`src/rtl/mem_arb_pkg.sv`:
```
// Shared types and helpers for the unified-RAM arbiter (mem_arbiter).
package mem_arb_pkg;

    typedef enum logic {
        ST_IDLE   = 1'b0,
        ST_ACCESS = 1'b1
    } arb_state_t;

    typedef enum logic {
        OWN_IF = 1'b0,
        OWN_D  = 1'b1
    } arb_owner_t;

    localparam int MEM_LAT_DEF = 2;

    // Width of the wait-state counter for a given latency: $clog2(lat+1).
    function automatic int cnt_width(input int lat);
        return $clog2(lat + 1);
    endfunction

endpackage

```
`src/rtl/mem_arb_grant.sv`:
```
// Combinational grant select between the IF and D request ports.
// On contention the port that was not served last wins; a lone valid
// port is always granted. Tying i_last_owner to OWN_IF gives fixed D priority.
module mem_arb_grant
    import mem_arb_pkg::*;
(
    input  logic       i_if_valid,
    input  logic       i_d_valid,
    input  arb_owner_t i_last_owner,
    output arb_owner_t o_owner,
    output logic       o_gnt_valid
);

    // Pick the owner; default to IF so the output is always defined.
    always_comb begin
        o_owner     = OWN_IF;
        o_gnt_valid = i_if_valid | i_d_valid;
        if (i_if_valid && i_d_valid) begin
            o_owner = (i_last_owner == OWN_IF) ? OWN_D : OWN_IF;
        end else if (i_d_valid) begin
            o_owner = OWN_D;
        end
    end

endmodule

```
`src/rtl/mem_arbiter.sv`:
```
// Arbiter sharing one single-port RAM between instruction fetch (IF) and
// data (D) ports. One access at a time, MEM_LAT cycles of RAM occupancy,
// one response pulse per accepted request.
// Build option: define ARB_ROUND_ROBIN_EN for alternating grant on
// contention; otherwise D has fixed priority.
// Handshake: a request transfers on a rising edge where xx_req_valid and
// xx_req_ready are both high; ready is combinational and only offered in
// IDLE to the granted port. Responses are single-cycle pulses with no
// backpressure. busy exposes the FSM state (high in ACCESS).
module mem_arbiter
    import mem_arb_pkg::*;
#(
    parameter int MEM_LAT = MEM_LAT_DEF,
    parameter int ADDR_W  = 32,
    parameter int DATA_W  = 32
) (
    input  logic              clk,
    input  logic              reset,
    input  logic              if_req_valid,
    input  logic [ADDR_W-1:0] if_req_addr,
    output logic              if_req_ready,
    output logic              if_rsp_valid,
    output logic [DATA_W-1:0] if_rsp_data,
    input  logic              d_req_valid,
    input  logic              d_req_we,
    input  logic [ADDR_W-1:0] d_req_addr,
    input  logic [DATA_W-1:0] d_req_wdata,
    output logic              d_req_ready,
    output logic              d_rsp_valid,
    output logic [DATA_W-1:0] d_rsp_data,
    output logic [ADDR_W-1:0] mem_addr,
    output logic              mem_we,
    output logic [DATA_W-1:0] mem_wdata,
    input  logic [DATA_W-1:0] mem_rdata,
    output logic              busy
);

    localparam int               CNT_W    = cnt_width(MEM_LAT);
    localparam logic [CNT_W-1:0] CNT_LOAD = CNT_W'(MEM_LAT - 1);

    arb_state_t        r_state;
    arb_state_t        w_state_nxt;
    logic [CNT_W-1:0]  r_cnt;
    arb_owner_t        r_owner;
    logic [ADDR_W-1:0] r_addr;
    logic              r_we;
    logic [DATA_W-1:0] r_wdata;
    logic              r_if_rsp_valid;
    logic [DATA_W-1:0] r_if_rsp_data;
    logic              r_d_rsp_valid;
    logic [DATA_W-1:0] r_d_rsp_data;

    arb_owner_t        w_gnt_owner;
    arb_owner_t        w_last_owner;
    logic              w_gnt_valid;
    logic              w_idle;
    logic              w_hs;
    logic              w_first_cycle;
    logic              w_last_cycle;

    mem_arb_grant u_grant (
        .i_if_valid   (if_req_valid),
        .i_d_valid    (d_req_valid),
        .i_last_owner (w_last_owner),
        .o_owner      (w_gnt_owner),
        .o_gnt_valid  (w_gnt_valid)
    );

    // No request may be accepted while reset is held, so ready is gated by it.
    assign w_idle        = reset && (r_state == ST_IDLE);
    assign if_req_ready  = w_idle && if_req_valid && w_gnt_valid && (w_gnt_owner == OWN_IF);
    assign d_req_ready   = w_idle && d_req_valid && w_gnt_valid && (w_gnt_owner == OWN_D);
    assign w_hs          = if_req_ready || d_req_ready;
    assign w_first_cycle = (r_state == ST_ACCESS) && (r_cnt == CNT_LOAD);
    assign w_last_cycle  = (r_state == ST_ACCESS) && (r_cnt == '0);

`ifdef ARB_ROUND_ROBIN_EN
    arb_owner_t r_last_owner;

    // Remember who was served last; IF after reset so D wins the first tie.
    always_ff @(posedge clk or negedge reset) begin
        if (!reset) begin
            r_last_owner <= OWN_IF;
        end else if (w_hs) begin
            r_last_owner <= w_gnt_owner;
        end
    end

    assign w_last_owner = r_last_owner;
`else
    // Pretending IF was always served last makes D win every tie.
    assign w_last_owner = OWN_IF;
`endif

    // FSM state register.
    always_ff @(posedge clk or negedge reset) begin
        if (!reset) begin
            r_state <= ST_IDLE;
        end else begin
            r_state <= w_state_nxt;
        end
    end

    // FSM next state: leave IDLE on a handshake, leave ACCESS when the wait ends.
    always_comb begin
        w_state_nxt = r_state;
        case (r_state)
            ST_IDLE:   if (w_hs)         w_state_nxt = ST_ACCESS;
            ST_ACCESS: if (w_last_cycle) w_state_nxt = ST_IDLE;
            default:                     w_state_nxt = ST_IDLE;
        endcase
    end

    // Latch the accepted request and run the wait-state counter.
    always_ff @(posedge clk or negedge reset) begin
        if (!reset) begin
            r_cnt   <= '0;
            r_owner <= OWN_IF;
            r_addr  <= '0;
            r_we    <= 1'b0;
            r_wdata <= '0;
        end else if (w_hs) begin
            r_cnt   <= CNT_LOAD;
            r_owner <= w_gnt_owner;
            if (w_gnt_owner == OWN_D) begin
                r_addr  <= d_req_addr;
                r_we    <= d_req_we;
                r_wdata <= d_req_wdata;
            end else begin
                r_addr  <= if_req_addr;
                r_we    <= 1'b0;
                r_wdata <= '0;
            end
        end else if ((r_state == ST_ACCESS) && (r_cnt != '0)) begin
            r_cnt <= r_cnt - CNT_W'(1);
        end
    end

    // Capture read data on the last ACCESS cycle and pulse the owner's valid.
    always_ff @(posedge clk or negedge reset) begin
        if (!reset) begin
            r_if_rsp_valid <= 1'b0;
            r_if_rsp_data  <= '0;
            r_d_rsp_valid  <= 1'b0;
            r_d_rsp_data   <= '0;
        end else begin
            r_if_rsp_valid <= 1'b0;
            r_d_rsp_valid  <= 1'b0;
            if (w_last_cycle) begin
                if (r_owner == OWN_D) begin
                    r_d_rsp_valid <= 1'b1;
                    r_d_rsp_data  <= r_we ? '0 : mem_rdata;
                end else begin
                    r_if_rsp_valid <= 1'b1;
                    r_if_rsp_data  <= mem_rdata;
                end
            end
        end
    end

    assign if_rsp_valid = r_if_rsp_valid;
    assign if_rsp_data  = r_if_rsp_data;
    assign d_rsp_valid  = r_d_rsp_valid;
    assign d_rsp_data   = r_d_rsp_data;
    assign mem_addr     = r_addr;
    assign mem_wdata    = r_wdata;
    assign mem_we       = w_first_cycle && r_we;
    assign busy         = (r_state == ST_ACCESS);

endmodule
```
`config.mk`:
```
export PLATFORM = sky130hd
export DESIGN_NAME = mem_arbiter
export DESIGN_NICKNAME = d
export VERILOG_FILES = /design/src/rtl/mem_arb_pkg.sv /design/src/rtl/mem_arb_grant.sv /design/src/rtl/mem_arbiter.sv
export SDC_FILE = /design/constraint.sdc
export NUM_CORES = 1
export LEC_CHECK = 0
export ABC_AREA = 1
export CORE_UTILIZATION = 37
export DETAILED_ROUTE_END_ITERATION = 7
export PLACE_DENSITY = 0.77
export SLEW_MARGIN = 20
export SYNTH_ARGS = -nofsm -noshare
export SYNTH_HDL_FRONTEND = slang
export SYNTH_SLANG_ARGS = --single-unit
```
`constraint.sdc`:
```
create_clock -name clk -period 1.5 [get_ports clk]
set_clock_uncertainty 0.15 [all_clocks]
set_input_delay 0.15 -clock clk [delete_from_list [all_inputs] [get_ports clk]]
set_output_delay 0.15 -clock clk [all_outputs]
set_load 0.03 [all_outputs]
```
## After elaboration in Yosys (flattened, before gate mapping)

Index checks and enable logic that the tools add are counted.

| word-level totals | value |
|---|---|
| bits in registers | 135 |
| input port bits | 133 |
| logic and storage cells | 49 |

| cells by class | value |
|---|---|
| add/subtract/negate cells | 1 |
| equal/unequal tests | 1 |
| mux-type cells | 15 |
| bitwise logic cells | 4 |
| reductions and logical operators | 18 |

Operators with widths:

| operator | number |
|---|---|
| $mux 32 | 3 |
| $logic_and 1x1->1 | 12 |
| $mux 1 | 9 |
| $mux 2 | 2 |
| $reduce_and 2->1 | 2 |
| $reduce_bool 2->1 | 2 |
| $not 1->1 | 3 |
| $eq 2x1->1 const B | 1 |
| $logic_not 2->1 | 1 |
| $pmux 1 s2 | 1 |
| $sub 2x1->2 const B | 1 |
| $logic_or 1x1->1 | 1 |
| $or 1x1->1 | 1 |

## Logic depth before layout (Yosys ltp)

| logic depth | value |
|---|---|
| word-level depth | 8 |
| gate-level depth with buffers | 8 |
| gate-level depth less buffers | 8 |

## Cells and area by module

A second synthesis with hierarchy kept.

| unflattened totals | value |
|---|---|
| cell total of the unflattened synthesis | 679 |
| area total of the unflattened synthesis | 5,715.5 µm² |

By module, submodules not included:

| module | times used | cells each | area each (µm²) |
|---|---|---|---|
| mem_arbiter | 1 | 676 | 5,700.5 |
| mem_arb_grant | 1 | 3 | 15.0 |

## Worst setup path before layout

Ideal clock, no wire load.

| path | value |
|---|---|
| path type | reg-to-reg |
| start | register r_state (netlist: busy) |
| end | register r_wdata[14] (netlist: mem_wdata[14]) |
| library setup time | 65 ps |
| arrival time | 1,335 ps |
| data required time | 1,285 ps |
| setup slack | -50 ps |
| cell stages (with the launch flop) | 7 |
| path buffers | 1 |
| cells stage by stage | dfrtp_1 -> nor2_1 -> nand2_1 -> inv_2 -> buf_2 -> nand2_1 -> nand2_1 |

| on the way | value |
|---|---|
| cells in the longest elaborated chain, start to end | 6 |
| elaborated cells between the ends (all ways) | 9 |

RTL lines:

| element | line | source |
|---|---|---|
| start: declaration | mem_arbiter.sv:41 | `arb_state_t r_state;` |
| start signal: assignment | mem_arbiter.sv:100 | `r_state <= w_state_nxt;` |
| $not 1->1 | -- |  |
| $logic_and 1x1->1 | mem_arbiter.sv:70 | `assign w_idle = reset && (r_state == ST_IDLE);` |
| $logic_and 1x1->1 (3 in series) | mem_arbiter.sv:72 | `assign d_req_ready = w_idle && d_req_valid && w_gnt_valid && (w_gnt_owner == OWN_D);` |
| net d_req_ready | mem_arbiter.sv:28 | `output logic d_req_ready,` |
| $logic_or 1x1->1 | mem_arbiter.sv:73 | `assign w_hs = if_req_ready \|\| d_req_ready;` |
| end signal: assignment | mem_arbiter.sv:128 | `r_wdata <= d_req_wdata;` |
| end: declaration | mem_arbiter.sv:47 | `logic [DATA_W-1:0] r_wdata;` |

The timed path passes the listed nets, and every way through them passes these cells.
A chain may end at the register's enable or synchronous reset.

## Final worst setup path

| path | value |
|---|---|
| start | register r_state (netlist: busy) |
| end | output port if_req_ready |

| on the way | value |
|---|---|
| cells in the longest elaborated chain, start to end | 5 |

RTL lines:

| element | line | source |
|---|---|---|
| $not 1->1 | -- |  |
| $logic_and 1x1->1 | mem_arbiter.sv:70 |  |
| $logic_and 1x1->1 (3 in series) | mem_arbiter.sv:71 | `assign if_req_ready = w_idle && if_req_valid && w_gnt_valid && (w_gnt_owner == OWN_IF);` |
| end: declaration | mem_arbiter.sv:21 | `output logic if_req_ready,` |

No other way between the ends.

==> flow_metrics.tcl <==
set metrics [dict create \
    outcome "complete, but fails checks" \
    violations "design-rule violations, negative setup slack" \
    final_area_sq_mm 0.00944 \
    wirelength_microns 17400 \
    min_path_cells 3 \
    regArea_sq_mm 0.00338 \
    r2r_end "d_rsp_data[0]" \
    yosysUniqueCellTypes 15 \
    clk_latency_ps 410 \
    wl_per_cell_microns 14.9 \
    nets 1111 \
    tightest_slew_ps 703 \
    place.gp.congestion 0.782 \
    ys_seq_area_frac 0.600 \
    ioPinCount 267 \
    path_clk_slew_ps 60 \
    hold_viol_final 0 \
    worst-r2r-cell-count 8 \
    end_kind "output pin" \
    crit_slowest_cell "dfrtp_2" \
    switching_share 0.432 \
    holdCritStartpoint "d_req_wdata[29]" \
    via_per_inst 4.72 \
    ff2ff_setup_slack_ps -40 \
    startpoint_type "flop" \
    hpwl_microns 11500 \
    leakagePower_nw 4.90 \
    antenna_left 0 \
    die_area_sq_mm 0.0157 \
    fillers 1206 \
    drtIter0Drc 289 \
    dpl.cell_count 1131 \
    h-tree-depth 4 \
    fmax_ghz 0.600 \
    grt_usage 0.232 \
    die_h_microns 125 \
    synth-seq-cells 135 \
    rsz0062_at_grt "true" \
    hold_ws_ps 112 \
    avgSynthCellArea_sq_um 8.09 \
    synth_cells 696 \
    combPwrFrac 0.484 \
    p_per_area_mw_per_mm2 2230 \
    area_growth_pct 67.6 \
    layout-drive-gt1-share 0.109 \
    peakVddDrop_mv 0.959 \
    layout_setup_ws_ps -167 \
    core_area_sq_mm 0.0147 \
    n_antenna_cell 0 \
    power.share.clock 0.218 \
    maxSlewHeadroom 0.531 \
    cts_buffers 17 \
    placed_cell_area_sq_mm 0.00866 \
    grt_pass1_wl_microns 28300 \
    finalCriticalPeriod_ps 1670 \
    cts.path.max_buffers 2 \
    path_cells "nor2_4 -> buf_6 -> nand3_4 -> inv_4 -> buf_12" \
    worstPathMaxFanout 3 \
    maxSlewViolCount 0 \
    fin_util 0.642 \
    die_w_microns 125 \
    cpPeakStageDelay_ps 420 \
    cts_tree "done" \
    grt_overflow_total 0 \
    setup_viol 13 \
    port_buffers 266 \
    fin_crit_sh 1.11 \
    first_global_vias 5525 \
    maxCapViolCount 0 \
    initial_core_util 0.383 \
    seqPwrFrac 0.299 \
    power_switching_mw 9.09 \
    fin_cells 1172 \
    drc 19 \
    hold_end "mem_wdata[29]" \
    hp-class "in2reg" \
    r2r_start "r_cnt[1]" \
    clock-sinks 135 \
    dr.pass1.iters 7 \
    arrival_ps 1370 \
    internal-power_mw 11.9 \
    vias 5534 \
    cp.required_ps 1200 \
    synthesis.nets 831 \
    row_count 44 \
    grt_antenna_before_repair 0 \
    power_mw 21.0 \
    cts-root-buf "clkbuf_16" \
    multiInputGateArea_sq_mm 0.00211 \
    synth_area_sq_mm 0.00563 \
    grt_max_degree 136 \
    yosysWarnings 0 \
    criticalPathCategory "reg2out" \
]
[state kept, by name, indices dropped and copies added (netlist names), 2 cells and up]
name and count:
d_rsp_data 32, if_rsp_data 32, mem_addr 32, mem_wdata 32, r_cnt 2
[layout make-up]
cell class,instances,share of cell area
repair buffers,299,0.319
well taps,184,0.0244
clock buffers,17,0.0451
inverters,15,0.00650
flip-flops and latches,135,0.358
clock inverters,14,0.0235
multi-input cells,508,0.223
[cell usage in the layout (no fill, tap or decap)]
| master | count |
|---|---|
| nand2_1 | 431 |
| dfrtp_1 | 134 |
| clkdlybuf4s50_1 | 131 |
| clkdlybuf4s15_1 | 74 |
| dlygate4sd2_1 | 36 |
| nand3_1 | 31 |
| o21ai_0 | 29 |
| clkbuf_16 | 18 |
| buf_4 | 17 |
| clkbuf_2 | 14 |
| buf_12 | 11 |
| inv_1 | 9 |
| buf_6 | 8 |
| bufinv_16 | 5 |
| inv_2 | 4 |
| clkinv_4 | 4 |
| clkdlybuf4s15_2 | 4 |
| nand3_2 | 3 |
| o21ai_1 | 3 |
| inv_6 | 3 |
| nor2_4 | 2 |
| inv_4 | 2 |
| ha_4 | 2 |
| clkinv_2 | 2 |
| nand3_4 | 1 |
| nor2_2 | 1 |
| nand2_2 | 1 |
| nand2_4 | 1 |
| o21ai_4 | 1 |
| nor2_1 | 1 |
| a21oi_2 | 1 |
| dfrtp_2 | 1 |
| buf_16 | 1 |
| bufbuf_16 | 1 |
| dlygate4sd3_1 | 1 |
[synthesized netlist by cell type, drive strengths merged]
cell	number	area, sq um
nand2	433	1630
dfrtp	135	3380
nand3	35	175
o21ai	33	169
buf	19	106
clkbuf	19	71.3
inv	15	56.3
nor2	4	17.5
ha	2	25.0
a21oi	1	8.76
[power by group through the flow]
stage / sequential, mW / combinational, mW / clock (mW)
floorplan: 9.58 / 2.44 / 0
global placement: 6.26 / 10.6 / 0
detailed placement: 6.29 / 10.8 / 0
CTS: 6.23 / 10.0 / 4.64
global route: 6.49 / 10.9 / 4.84
finish: 6.27 / 10.2 / 4.57
[through the flow]
step | setup TNS (ps) | setup WS [ps]
floorplan | 0 | 42.1
global placement | -3680 | -107
detailed placement | -5290 | -137
CTS | -4520 | -170
global route | -4750 | -222
finish | -531 | -167
[cell families after synthesis]
logic type | after synthesis | share of synthesized area
fa+ha+maj | 2 | 0.00444
simple gates | 472 | 0.323
flops | 135 | 0.600
buf+inv | 53 | 0.0415
compound gates | 34 | 0.0315
[timing repair]
action | CTS | global route
endpoints found under the hold margin | 135 | 0
pin swaps | 2 | 3
cloned | 3 | 0
gates resized for setup | 164 | 107
setup endpoints to repair | 147 | 182
hold buffers | 1 | 0
buffers inserted | 4 | 2
[per-layer routing]
metal	wire length (microns)	GRT usage	part of all wire	vias to the layer above
met5	0	0	0	-
met1	7120	0.280	0.41	2555
met2	8410	0.392	0.48	243
met3	1550	0.0727	0.089	25
li1	-	-	-	2711
met4	355	0.0825	0.020	0
[worst max-delay path, delay by kind of cell, from the launching register on]
family / cells / cell delay (ps)
and+or+nand+nor: 2 / 230
buffers and inverters: 3 / 320
DFF: 1 / 420
[worst max path at each step]
stage,start,to,slack [ps],cells past startpoint
4_1_cts,r_cnt[0],mem_we,-170,5
3_5_place_dp,d_req_valid,mem_addr[9],-140,7
5_1_grt,busy,if_req_ready,-220,5
3_3_place_gp,d_req_valid,mem_addr[19],-110,7
6_report,busy,if_req_ready,-170,5
2_1_floorplan,r_cnt[0],d_rsp_data[10],40,7
Note: power is estimated with default switching activity, not from simulation.
